===== src/rtl/async_pkg.sv =====
// Shared types and limits for the clocked 4-phase bundled-data channel blocks.
// Contents: input/output handshake FSM state enums and the legal
// synchronizer-depth range.
package async_pkg;

  localparam int unsigned SYNC_MIN = 2;
  localparam int unsigned SYNC_MAX = 4;

  // Input side: waiting for a request, or holding the ack until req returns to zero
  typedef enum logic {
    I_IDLE = 1'b0,
    I_ACK  = 1'b1
  } in_state_e;

  // Output side: idle, request raised, waiting for ack return-to-zero
  typedef enum logic [1:0] {
    O_IDLE = 2'd0,
    O_REQ  = 2'd1,
    O_RTZ  = 2'd2
  } out_state_e;

endpackage


===== src/rtl/sync_ff.sv =====
// Multi-flop synchronizer for one asynchronous control bit.
// Ports: clk, rst (async active-high), d_i (asynchronous input),
//        q_o (synchronised output, SYNC cycles behind d_i).
module sync_ff
  import async_pkg::*;
#(
  parameter int unsigned SYNC    = 2,
  parameter logic        RST_VAL = 1'b0
) (
  input  logic clk,
  input  logic rst,
  input  logic d_i,
  output logic q_o
);

  // Depth is clamped into the supported range so an illegal override still elaborates
  localparam int unsigned SYNC_EFF = (SYNC < SYNC_MIN) ? SYNC_MIN :
                                     (SYNC > SYNC_MAX) ? SYNC_MAX : SYNC;

  logic [SYNC_EFF-1:0] sync_q;
  logic [SYNC_EFF-1:0] sync_d;

  always_comb begin
    sync_d = {sync_q[SYNC_EFF-2:0], d_i};
  end

  always_ff @(posedge clk or posedge rst) begin
    if (rst) begin
      sync_q <= {SYNC_EFF{RST_VAL}};
    end else begin
      sync_q <= sync_d;
    end
  end

  assign q_o = sync_q[SYNC_EFF-1];

endmodule


===== src/rtl/split2_sync.sv =====
// Clocked 1-to-2 split for 4-phase bundled-data channels. Each token on the
// input channel is buffered once and forwarded to out0 or out1 according to
// the select bit that travelled with it.
// Ports: clk, rst (async active-high);
//        input channel  r_i / a_i / d_i[N] / sel_i;
//        out0 channel   r0_o / a0_o / d0_o[N];
//        out1 channel   r1_o / a1_o / d1_o[N];
//        busy: a token is buffered or an output handshake is still running.
module split2_sync
  import async_pkg::*;
#(
  parameter int unsigned N    = 1,
  parameter int unsigned SYNC = 2
) (
  input  logic         clk,
  input  logic         rst,
  input  logic         r_i,
  output logic         a_i,
  input  logic [N-1:0] d_i,
  input  logic         sel_i,
  output logic         r0_o,
  input  logic         a0_o,
  output logic [N-1:0] d0_o,
  output logic         r1_o,
  input  logic         a1_o,
  output logic [N-1:0] d1_o,
  output logic         busy
);

  logic r_s;
  logic a0_s;
  logic a1_s;

  sync_ff #(.SYNC(SYNC), .RST_VAL(1'b0)) u_sync_r  (.clk(clk), .rst(rst), .d_i(r_i),  .q_o(r_s));
  sync_ff #(.SYNC(SYNC), .RST_VAL(1'b0)) u_sync_a0 (.clk(clk), .rst(rst), .d_i(a0_o), .q_o(a0_s));
  sync_ff #(.SYNC(SYNC), .RST_VAL(1'b0)) u_sync_a1 (.clk(clk), .rst(rst), .d_i(a1_o), .q_o(a1_s));

  in_state_e  in_state_q,  in_state_d;
  out_state_e out_state_q, out_state_d;
  logic [N-1:0] buf_q,  buf_d;
  logic         bsel_q, bsel_d;
  logic         full_q, full_d;
  logic         a_i_q,  a_i_d;
  logic         r0_q,   r0_d;
  logic         r1_q,   r1_d;
  logic         osel_q, osel_d;
  logic         busy_q, busy_d;
  logic         sel_ack;

  // osel_q pins the channel of the token in flight; bsel_q may be overwritten
  // by a new capture while the output side is still in O_RTZ.
  assign sel_ack = osel_q ? a1_s : a0_s;

  // Next-state logic for both FSMs. full is set only when clear and cleared
  // only when set, so the two writers never collide in one cycle.
  always_comb begin
    in_state_d  = in_state_q;
    out_state_d = out_state_q;
    buf_d       = buf_q;
    bsel_d      = bsel_q;
    full_d      = full_q;
    a_i_d       = a_i_q;
    r0_d        = r0_q;
    r1_d        = r1_q;
    osel_d      = osel_q;

    case (in_state_q)
      I_IDLE: begin
        if (r_s && !full_q) begin
          buf_d      = d_i;
          bsel_d     = sel_i;
          full_d     = 1'b1;
          a_i_d      = 1'b1;
          in_state_d = I_ACK;
        end
      end
      I_ACK: begin
        if (!r_s) begin
          a_i_d      = 1'b0;
          in_state_d = I_IDLE;
        end
      end
      default: in_state_d = I_IDLE;
    endcase

    case (out_state_q)
      O_IDLE: begin
        if (full_q) begin
          osel_d      = bsel_q;
          r0_d        = !bsel_q;
          r1_d        = bsel_q;
          out_state_d = O_REQ;
        end
      end
      O_REQ: begin
        if (sel_ack) begin
          r0_d        = 1'b0;
          r1_d        = 1'b0;
          full_d      = 1'b0;
          out_state_d = O_RTZ;
        end
      end
      O_RTZ: begin
        if (!sel_ack) begin
          out_state_d = O_IDLE;
        end
      end
      default: out_state_d = O_IDLE;
    endcase

    busy_d = full_d | (out_state_d != O_IDLE);
  end

  always_ff @(posedge clk or posedge rst) begin
    if (rst) begin
      in_state_q  <= I_IDLE;
      out_state_q <= O_IDLE;
      buf_q       <= '0;
      bsel_q      <= 1'b0;
      full_q      <= 1'b0;
      a_i_q       <= 1'b0;
      r0_q        <= 1'b0;
      r1_q        <= 1'b0;
      osel_q      <= 1'b0;
      busy_q      <= 1'b0;
    end else begin
      in_state_q  <= in_state_d;
      out_state_q <= out_state_d;
      buf_q       <= buf_d;
      bsel_q      <= bsel_d;
      full_q      <= full_d;
      a_i_q       <= a_i_d;
      r0_q        <= r0_d;
      r1_q        <= r1_d;
      osel_q      <= osel_d;
      busy_q      <= busy_d;
    end
  end

  assign a_i  = a_i_q;
  assign r0_o = r0_q;
  assign r1_o = r1_q;
  assign d0_o = buf_q;
  assign d1_o = buf_q;
  assign busy = busy_q;

endmodule


===== config.mk =====
export PLATFORM = sky130hd
export DESIGN_NAME = split2_sync
export DESIGN_NICKNAME = d
export VERILOG_FILES = /design/src/rtl/async_pkg.sv /design/src/rtl/sync_ff.sv /design/src/rtl/split2_sync.sv
export SDC_FILE = /design/constraint.sdc
export NUM_CORES = 1
export LEC_CHECK = 0
export CORE_AREA = 2 2 39 41
export DETAILED_ROUTE_END_ITERATION = 12
export DIE_AREA = 0 0 41 43
export GPL_ROUTABILITY_DRIVEN = 0
export GPL_TIMING_DRIVEN = 0
export PLACE_DENSITY = 0.76
export SLEW_MARGIN = 20
export SYNTH_ARGS = -nofsm -noshare
export SYNTH_HDL_FRONTEND = slang
export SYNTH_SLANG_ARGS = --single-unit

===== constraint.sdc =====
create_clock -name clk -period 3.1 [get_ports clk]
set_input_delay 0.62 -clock clk [delete_from_list [all_inputs] [get_ports clk]]
set_output_delay 0.62 -clock clk [all_outputs]
set_load 0.005 [all_outputs]

## Word level (Yosys, flattened, before mapping)

Cells that the tools add are included.

- Equality and inequality tests: 6
- Reductions and logical operators: 10
- Bitwise operators: 2
- Multiplexer cells: 20

Operators by type and width:

| operator | number |
|---|---|
| 1-bit two-way mux | 12 |
| 2-bit inequality test, second input constant | 4 |
| 1-bit case mux with 2 select lines | 4 |
| 2-bit two-way mux | 3 |
| 2-bit case mux with 3 select lines | 1 |
| 2-bit AND reduction | 3 |
| 2-bit nonzero test | 2 |
| 3-bit AND reduction | 1 |
| 2-bit by 1-bit == test with 1-bit output, second input constant | 1 |
| 2-bit == test, second input constant | 1 |
| 1-bit logical NOT | 2 |
| 2-bit logical NOT | 1 |
| 1-bit logical AND | 1 |
| 1-bit NOT | 1 |
| 1-bit OR | 1 |

- Input bits: 7
- Output and inout port bits: 6
- Word-level logic and storage cells: 51
- Register bits after elaboration: 17

## Logic depth before layout (Yosys ltp)

Gate-level depths: netlist of run 1.

- Depth after elaboration: 7
- Mapped depth: 4
- Gate-level depth less buffers: 3

## Hierarchy

A second synthesis of run 1 with hierarchy kept.

- Cell total of the unflattened synthesis: 53
- Area total of the unflattened synthesis: 653.1 um2

Modules (own cells, without submodules):

| module | area each (um2) | cells an instance | seq. area each (um2) | instances |
|---|---|---|---|---|
| split2_sync | 491.7 | 44 | 275.3 | 1 |
| sync_ff | 53.8 | 3 | 50.0 | 3 |

## Worst setup path after synthesis of run 1

Ideal clock, no wire load.

- Kind: reg2out
- From: register buf_q (netlist: d0_o)
- To: output d1_o
- Data arrival time: 0.514 ns
- Cell stages (with the launch flop): 2
- Buffers on the path: 1
- Data required time: 2.480 ns
- Setup slack: 1.966 ns
- Cell sequence: dfrtp_1 -> buf_4

RTL lines:

| element | line | source |
|---|---|---|
| from (decl) | split2_sync.sv:40 | `logic [N-1:0] buf_q, buf_d;` |
| from (signal assigned) | split2_sync.sv:129 | `buf_q <= buf_d;` |
| to (decl) | split2_sync.sv:26 | `output logic [N-1:0] d1_o,` |

No word-level cell between the ends.

## Final worst setup path of run 1

- From: register buf_q (netlist: d0_o)
- To: output d1_o

No word-level cell between the ends.

==> metrics.md, run 1 <==
| Metric | Value |
|---|---|
| M2 GR Usage | 0.206 |
| Layout cells sized above 1 | 0.167 |
| Core Util, Final | 0.585 |
| Worst Tran Pin Value | 0.606 ns |
| CP peak stage delay | 0.48 ns |
| Via/cell ratio | 4.98 |
| Pwr Density | approximately 900 nW/um^2 |
| Slew margin rel. | 0.595 |
| Post-CTS Resized | 0 |
| Worst EP required | 2.48 ns |
| Hold Crit Class | flip-flop to flip-flop |
| Final WS setup | roughly 1.2 ns |
| Slowest cell on the critical path | clkdlybuf4s50_1 |
| Wire per inst | 12.3 um |
| H-tree Lvls | 1 |
| Post-route insts no fill | 82 |
| CTS Buf Count | 3 |
| CTS tree | done |
| GRT met1 Usage | 0.181 |
| Post-Synthesis Cells | 50 |
| Die W | 41 um |
| Initial drt markers | 1 |
| Gr busiest metal | met2 |
| Dpl hpwl | ~750 um |
| Critical path endpoint category | output port |
| Netlist Area Pre-Place | 642 sq um |
| Number of global-route vias before repair | 372 |
| Final WL | just over 1 mm |
| Hold-fix buffers at CTS | 0 |
| Die area | 1760 sq um |
| Most frequent cells in the layout | dfrtp_1 (17), clkdlybuf4s50_1 (12), inv_1 (5) |
| Netlist cell types | 19 |
| Leading cell type in the layout, fill and taps excluded | dfrtp_1 |
| Peak Freq | roughly 530 MHz |
| Clk buf depth | 2 |
| Area growth from synthesis to layout | 26.1% |
| Clock sinks | 17 |
| IO buf count | 12 |
| Total Nets Final | 74 |
| Ranking of synthesized cells by area | dfrtp_1 (66%), mux2_4 (4.7%), a21oi_1 (3.1%), inv_1 (2.9%), nand2b_1 (2.9%) |
| YS warnings | 0 |
| Gr usage total | 0.140 |
| Final Slew Violations | 0 |
| Avg Synthesized Cell Area | 12.8 sq um |
| Antenna diodes | 0 |
| Core Box Area | approximately 1400 sq um |
| Maxcap violations | 0 |
| Final Hold Fails | 0 |
| VDD IR max | 0.650 mV |
| Clock skew | approximately 0.0058 ns |
| Crit path buffers/inverters | 2 |
| Post-synthesis sequential area ratio | 0.663 |
| Setup Buffers After CTS | 0 |
| DRT antenna net count | 0 |
| Crit Path Max Fanout | 3 |
| Rows | 14 |
| Starting density of the core | 0.464 |
| Largest net degree at the start of global routing | 18 |
| Status | completed |
| Delay-heaviest family, CP | buffers and inverters |
| Part of the cycle the worst path needs | 0.612 |
| Clock Latency Late Sink | approximately 0.29 ns |
| CTS root buffer | clkbuf_4 |
| Met3 Use GR | 0.0471 |
| WP data arrival | between 1 and 1.5 ns |
| Final min period | 1.90 ns |
| First-pass GRT wire length | about 1.6 mm |
| Top-area cell type share of the netlist area | 0.663 |
| Crit path from | d0_o |
| Worst-path clk slew | 0.10 ns |
| Area leader, netlist | dfrtp_1 |
| Syn nets | 57 |
| Leakage power | 0.365 nW |
| Final setup fails | 0 |
| Critical path class | flip-flop to output port |
| FF+latch count, synth | 17 |
| Setup WS pre-CTS | 1.52 ns |
| Cells after DPL | 78 |
| Reg-to-Reg Start | full_q |
| Io pins | 13 |
| Initial antenna violation count | 0 |
| Gr ovfl total | 0 |
| Unrepaired setup endpoints after global routing | no |
| Residual DRC | 0 |
| Worst hold slack | 0.355 ns |
| Hold path startpoint | u_sync_a0.sync_q[0] |
| Final TNS setup | 0 ns |
| Vias | between 400 and 500 |
| Critical-path cell list | buf_4 > clkdlybuf4s50_1 |
| Die height | 43 um |
| DRT Pass-1 Iters | 4 |
| CP startpoint kind | flip-flop |
[registers in the layout, indices dropped and copies added, names as in the netlist]
register and cells:
out_state_q 2, full_q 1, d0_o 1, u_sync_a1.sync_q 2
r1_o 1, in_state_q 1, bsel_q 1, a_i 1
u_sync_a0.sync_q 2, osel_q 1, u_sync_r.sync_q 2, busy 1
r0_o 1
[cell type report]
class / count / area [sq um]
Clock buffer: 3 / 22.5
Clock inverter: 1 / 5.00
Multi-Input combinational cell: 25 / 181
Tap cell: 16 / 20.0
Buffer: 2 / 12.5
Timing Repair Buffer: 12 / 120
Sequential cell: 17 / 425
Fill cell: 123 / 574
Inverter: 6 / 22.5
[worst paths after layout]
kind / slack (ns) / end / cells past startpoint
setup / recovery: 1.20 / d1_o / 2
hold / removal: 0.35 / u_sync_a0.sync_q[1] / 0
setup reg to reg: 1.94 / bsel_q / 3
hold reg to reg: 0.35 / u_sync_a0.sync_q[1] / 0
max in group asynchronous: 2.02 / osel_q / 2
min in group asynchronous: 0.69 / u_sync_r.sync_q[0] / 2
[where the power goes]
group	total (mW)	internal [mW]	leakage (nW)	switching, mW
sequential	0.341	0.290	0.200	0.0515
combinational	0.288	0.171	0.147	0.117
clock	0.118	0.0480	0.0177	0.0698
[kinds of logic after synthesis]
group	Yosys count	share of synthesized area
buf+inv	8	0.0546
simple gates	8	0.0702
mux	4	0.0838
compound gates	13	0.129
flops	17	0.663
[synthesized netlist by cell type]
cell type and count:
o21ai_0 2, inv_2 1, mux2i_2 1, dfrtp_1 17, buf_2 1, buf_4 1
o31ai_1 1, mux2_4 2, o22ai_1 2, a21boi_0 1, mux2i_1 1, and3_4 1
nand2_1 1, a21oi_1 4, inv_1 5, nand2b_1 3, a2bb2oi_1 2, o211ai_1 1
nor2_1 3
[routing by layer]
metal	wire [um]	up-vias
li1	-	200
met1	455	195
met2	495	11
met3	49	2
met4	8	0
met5	0	-
[through the flow]
step	power, mW	instance area (sq um)
global placement	0.618	782
CTS	0.751	810
floorplan	0.516	642
finish	0.747	810
global route	0.798	810
detailed placement	0.635	782
Power figures use the tool's default switching activity.
==> run 2, diff against run 1 <==
CORE_AREA = not set   (was 2 2 39 41)
CORE_MARGIN = 2   (was not set)
CORE_UTILIZATION = 47   (was not set)
DIE_AREA = not set   (was 0 0 41 43)
PLACE_DENSITY = 0.74   (was 0.76)
clock period = 1.94 ns   (was 3.1 ns; I/O delays follow)
==> run 2 against run 1 <==
Register-to-register slack got worse by 1.1 ns. Power grew 58%. Core utilization up 4.3 points. Sequential power is 60% higher. Setup slack worse by 0.89 ns. Via count shrank 1.5%. Count of clock-buffer cells in the layout up 1. Final cell count down 1.2%. Cell area is 0.31% lower. Clock power rose by 53%. First-iteration DRC count rose by 100%. Routed wire length shrank 5.5%. Critical path type unchanged. Largest power group unchanged. Highest routed layer unchanged.
==> metrics.md, run 2 (synthesized netlist as in run 1, its figures left out) <==
| Metric | Value |
|---|---|
| Maxcap violations | 0 |
| Final Slew Violations | 0 |
| Crit Path Max Fanout | 3 |
| Critical path class | flip-flop to output port |
| Unrepaired setup endpoints after global routing | no |
| Setup Buffers After CTS | 0 |
| First-pass GRT wire length | 1.55 mm |
| Final Hold Fails | 0 |
| Reg power frac | 0.462 |
| Post-CTS Resized | 0 |
| Die height | 41.0 um |
| Worst-path clk slew | 0.09 ns |
| CTS tree | done |
| Internal | 0.817 mW |
| Slew margin rel. | 0.590 |
| Via/cell ratio | 4.96 |
| Clk buf depth | 2 |
| Clock skew | 0.00305 ns |
| Comb pwr share | 0.385 |
| Worst reg2reg setup slack | 0.80 ns |
| Sw Ratio | 0.308 |
| Worst Tran Pin Value | just over 0.6 ns |
| Number of global-route vias before repair | 394 |
| Status | completed |
| Hold Crit Class | flip-flop to flip-flop |
| VDD IR max | between 0.6 and 0.7 mV |
| IO buf count | 12 |
| Worst EP required | about 1.6 ns |
| Leakage power | 0.363 nW |
| Hold Crit Endpoint | u_sync_a1.sync_q[1] |
| NetSw | 0.363 mW |
| Core Box Area | 1280 sq um |
| Peak Freq | 613 MHz |
| Final min period | 1.63 ns |
| Dpl hpwl | around 720 um |
| Hold-fix buffers at CTS | 0 |
| Post-route insts no fill | 81 |
| Residual DRC | 0 |
| Worst flop-to-flop path endpoint | bsel_q |
| R2R cell count | 3 |
| Gr ovfl total | 0 |
| Wire per inst | approximately 12 um |
| Vias | 402 |
| Cells after DPL | 77 |
| Initial antenna violation count | 0 |
| CTS root buffer | clkbuf_4 |
| Final TNS setup | 0 ns |
| Pwr Density | 1460 nW/um^2 |
| Critical path endpoint category | output port |
| DRT antenna net count | 0 |
| Initial drt markers | 2 |
| Area growth from synthesis to layout | 25.7% |
| Part of the cycle the worst path needs | 0.841 |
| CTS Buf Count | 3 |
| Hold path startpoint | u_sync_a1.sync_q[0] |
| WP data arrival | 1.24 ns |
| WHS Path Cells | 0 |
| Most frequent cells in the layout | dfrtp_1 (17), clkdlybuf4s50_1 (12), inv_1 (5) |
| Antenna diodes | 0 |
| Total Nets Final | 74 |
| Final setup fails | 0 |
| Die area | 1680 sq um |
| Clock Power Share | 0.154 |
| Final WL | ~950 um |
| Reg-to-Reg Start | full_q |
| Io pins | 13 |
| Die W | 41.0 um |
| Fill cell count | 114 |
| Worst hold slack | around 0.35 ns |
| Starting density of the core | 0.500 |
| DRT Pass-1 Iters | 2 |
| Leading cell type in the layout, fill and taps excluded | dfrtp_1 |
| Largest net degree at the start of global routing | 18 |
| H-tree Lvls | 1 |
| Gr usage total | 0.149 |
| CP startpoint kind | flip-flop |
| Rows | 13 |
| Clock Latency Late Sink | 0.28 ns |
| Clock sinks | 17 |
| Layout cells sized above 1 | 0.152 |
run 2: cell types whose count changed in the layout (fill, tap and decap cells not counted):
cell | previous run | this run
clkbuf_1 | 0 | 1
clkinv_2 | 1 | 0
run 2: worst max-delay path, cell delays in order (launching register included):
cell	delay, ns
dfrtp_1	0.38
buf_4	0.11
clkdlybuf4s50_1	0.48
run 2: layer usage:
layer | routed length [um] | GRT usage
met2 | 445 | 0.238
met5 | 0 | 0
met3 | 48 | 0.0326
met4 | 8 | 0.100
met1 | 452 | 0.176
run 2: worst max path at each step:
stage / startpoint / end / slack, ns
3_3_place_gp: d0_o / d1_o / 0.62
2_1_floorplan: full_q / bsel_q / 0.88
6_report: d0_o / d1_o / 0.31
3_5_place_dp: d0_o / d1_o / 0.61
5_1_grt: d0_o / d1_o / 0.23
4_1_cts: d0_o / d1_o / 0.29
run 2: cell type report:
type                       instances  area [sq um]  share of cell area
buffer                             2          12.5              0.0155
inverter                           6          22.5              0.0279
multi-input combinational         25           181               0.225
timing repair buffer              12           120               0.149
sequential                        17           425               0.527
clock buffer                       4          26.3              0.0326
tap                               15          18.8              0.0233
run 2: through the flow:
stage	utilization	setup slack, ns	power, mW	area, sq um
floorplan	-	0.878	0.824	642
global placement	0.608	0.624	0.986	781
detailed placement	0.608	0.612	1.01	781
CTS	0.628	0.289	1.19	807
global route	0.628	0.229	1.27	807
finish	0.628	0.309	1.18	807
run 2: power by group through the flow:
stage / Sequential [mW] / Combinational, mW / Clock [mW]
2_1_floorplan: 0.538 / 0.286 / 0
3_3_place_gp: 0.543 / 0.443 / 0
3_5_place_dp: 0.552 / 0.458 / 0
4_1_cts: 0.546 / 0.460 / 0.185
5_1_grt: 0.561 / 0.509 / 0.205
6_report: 0.545 / 0.454 / 0.181
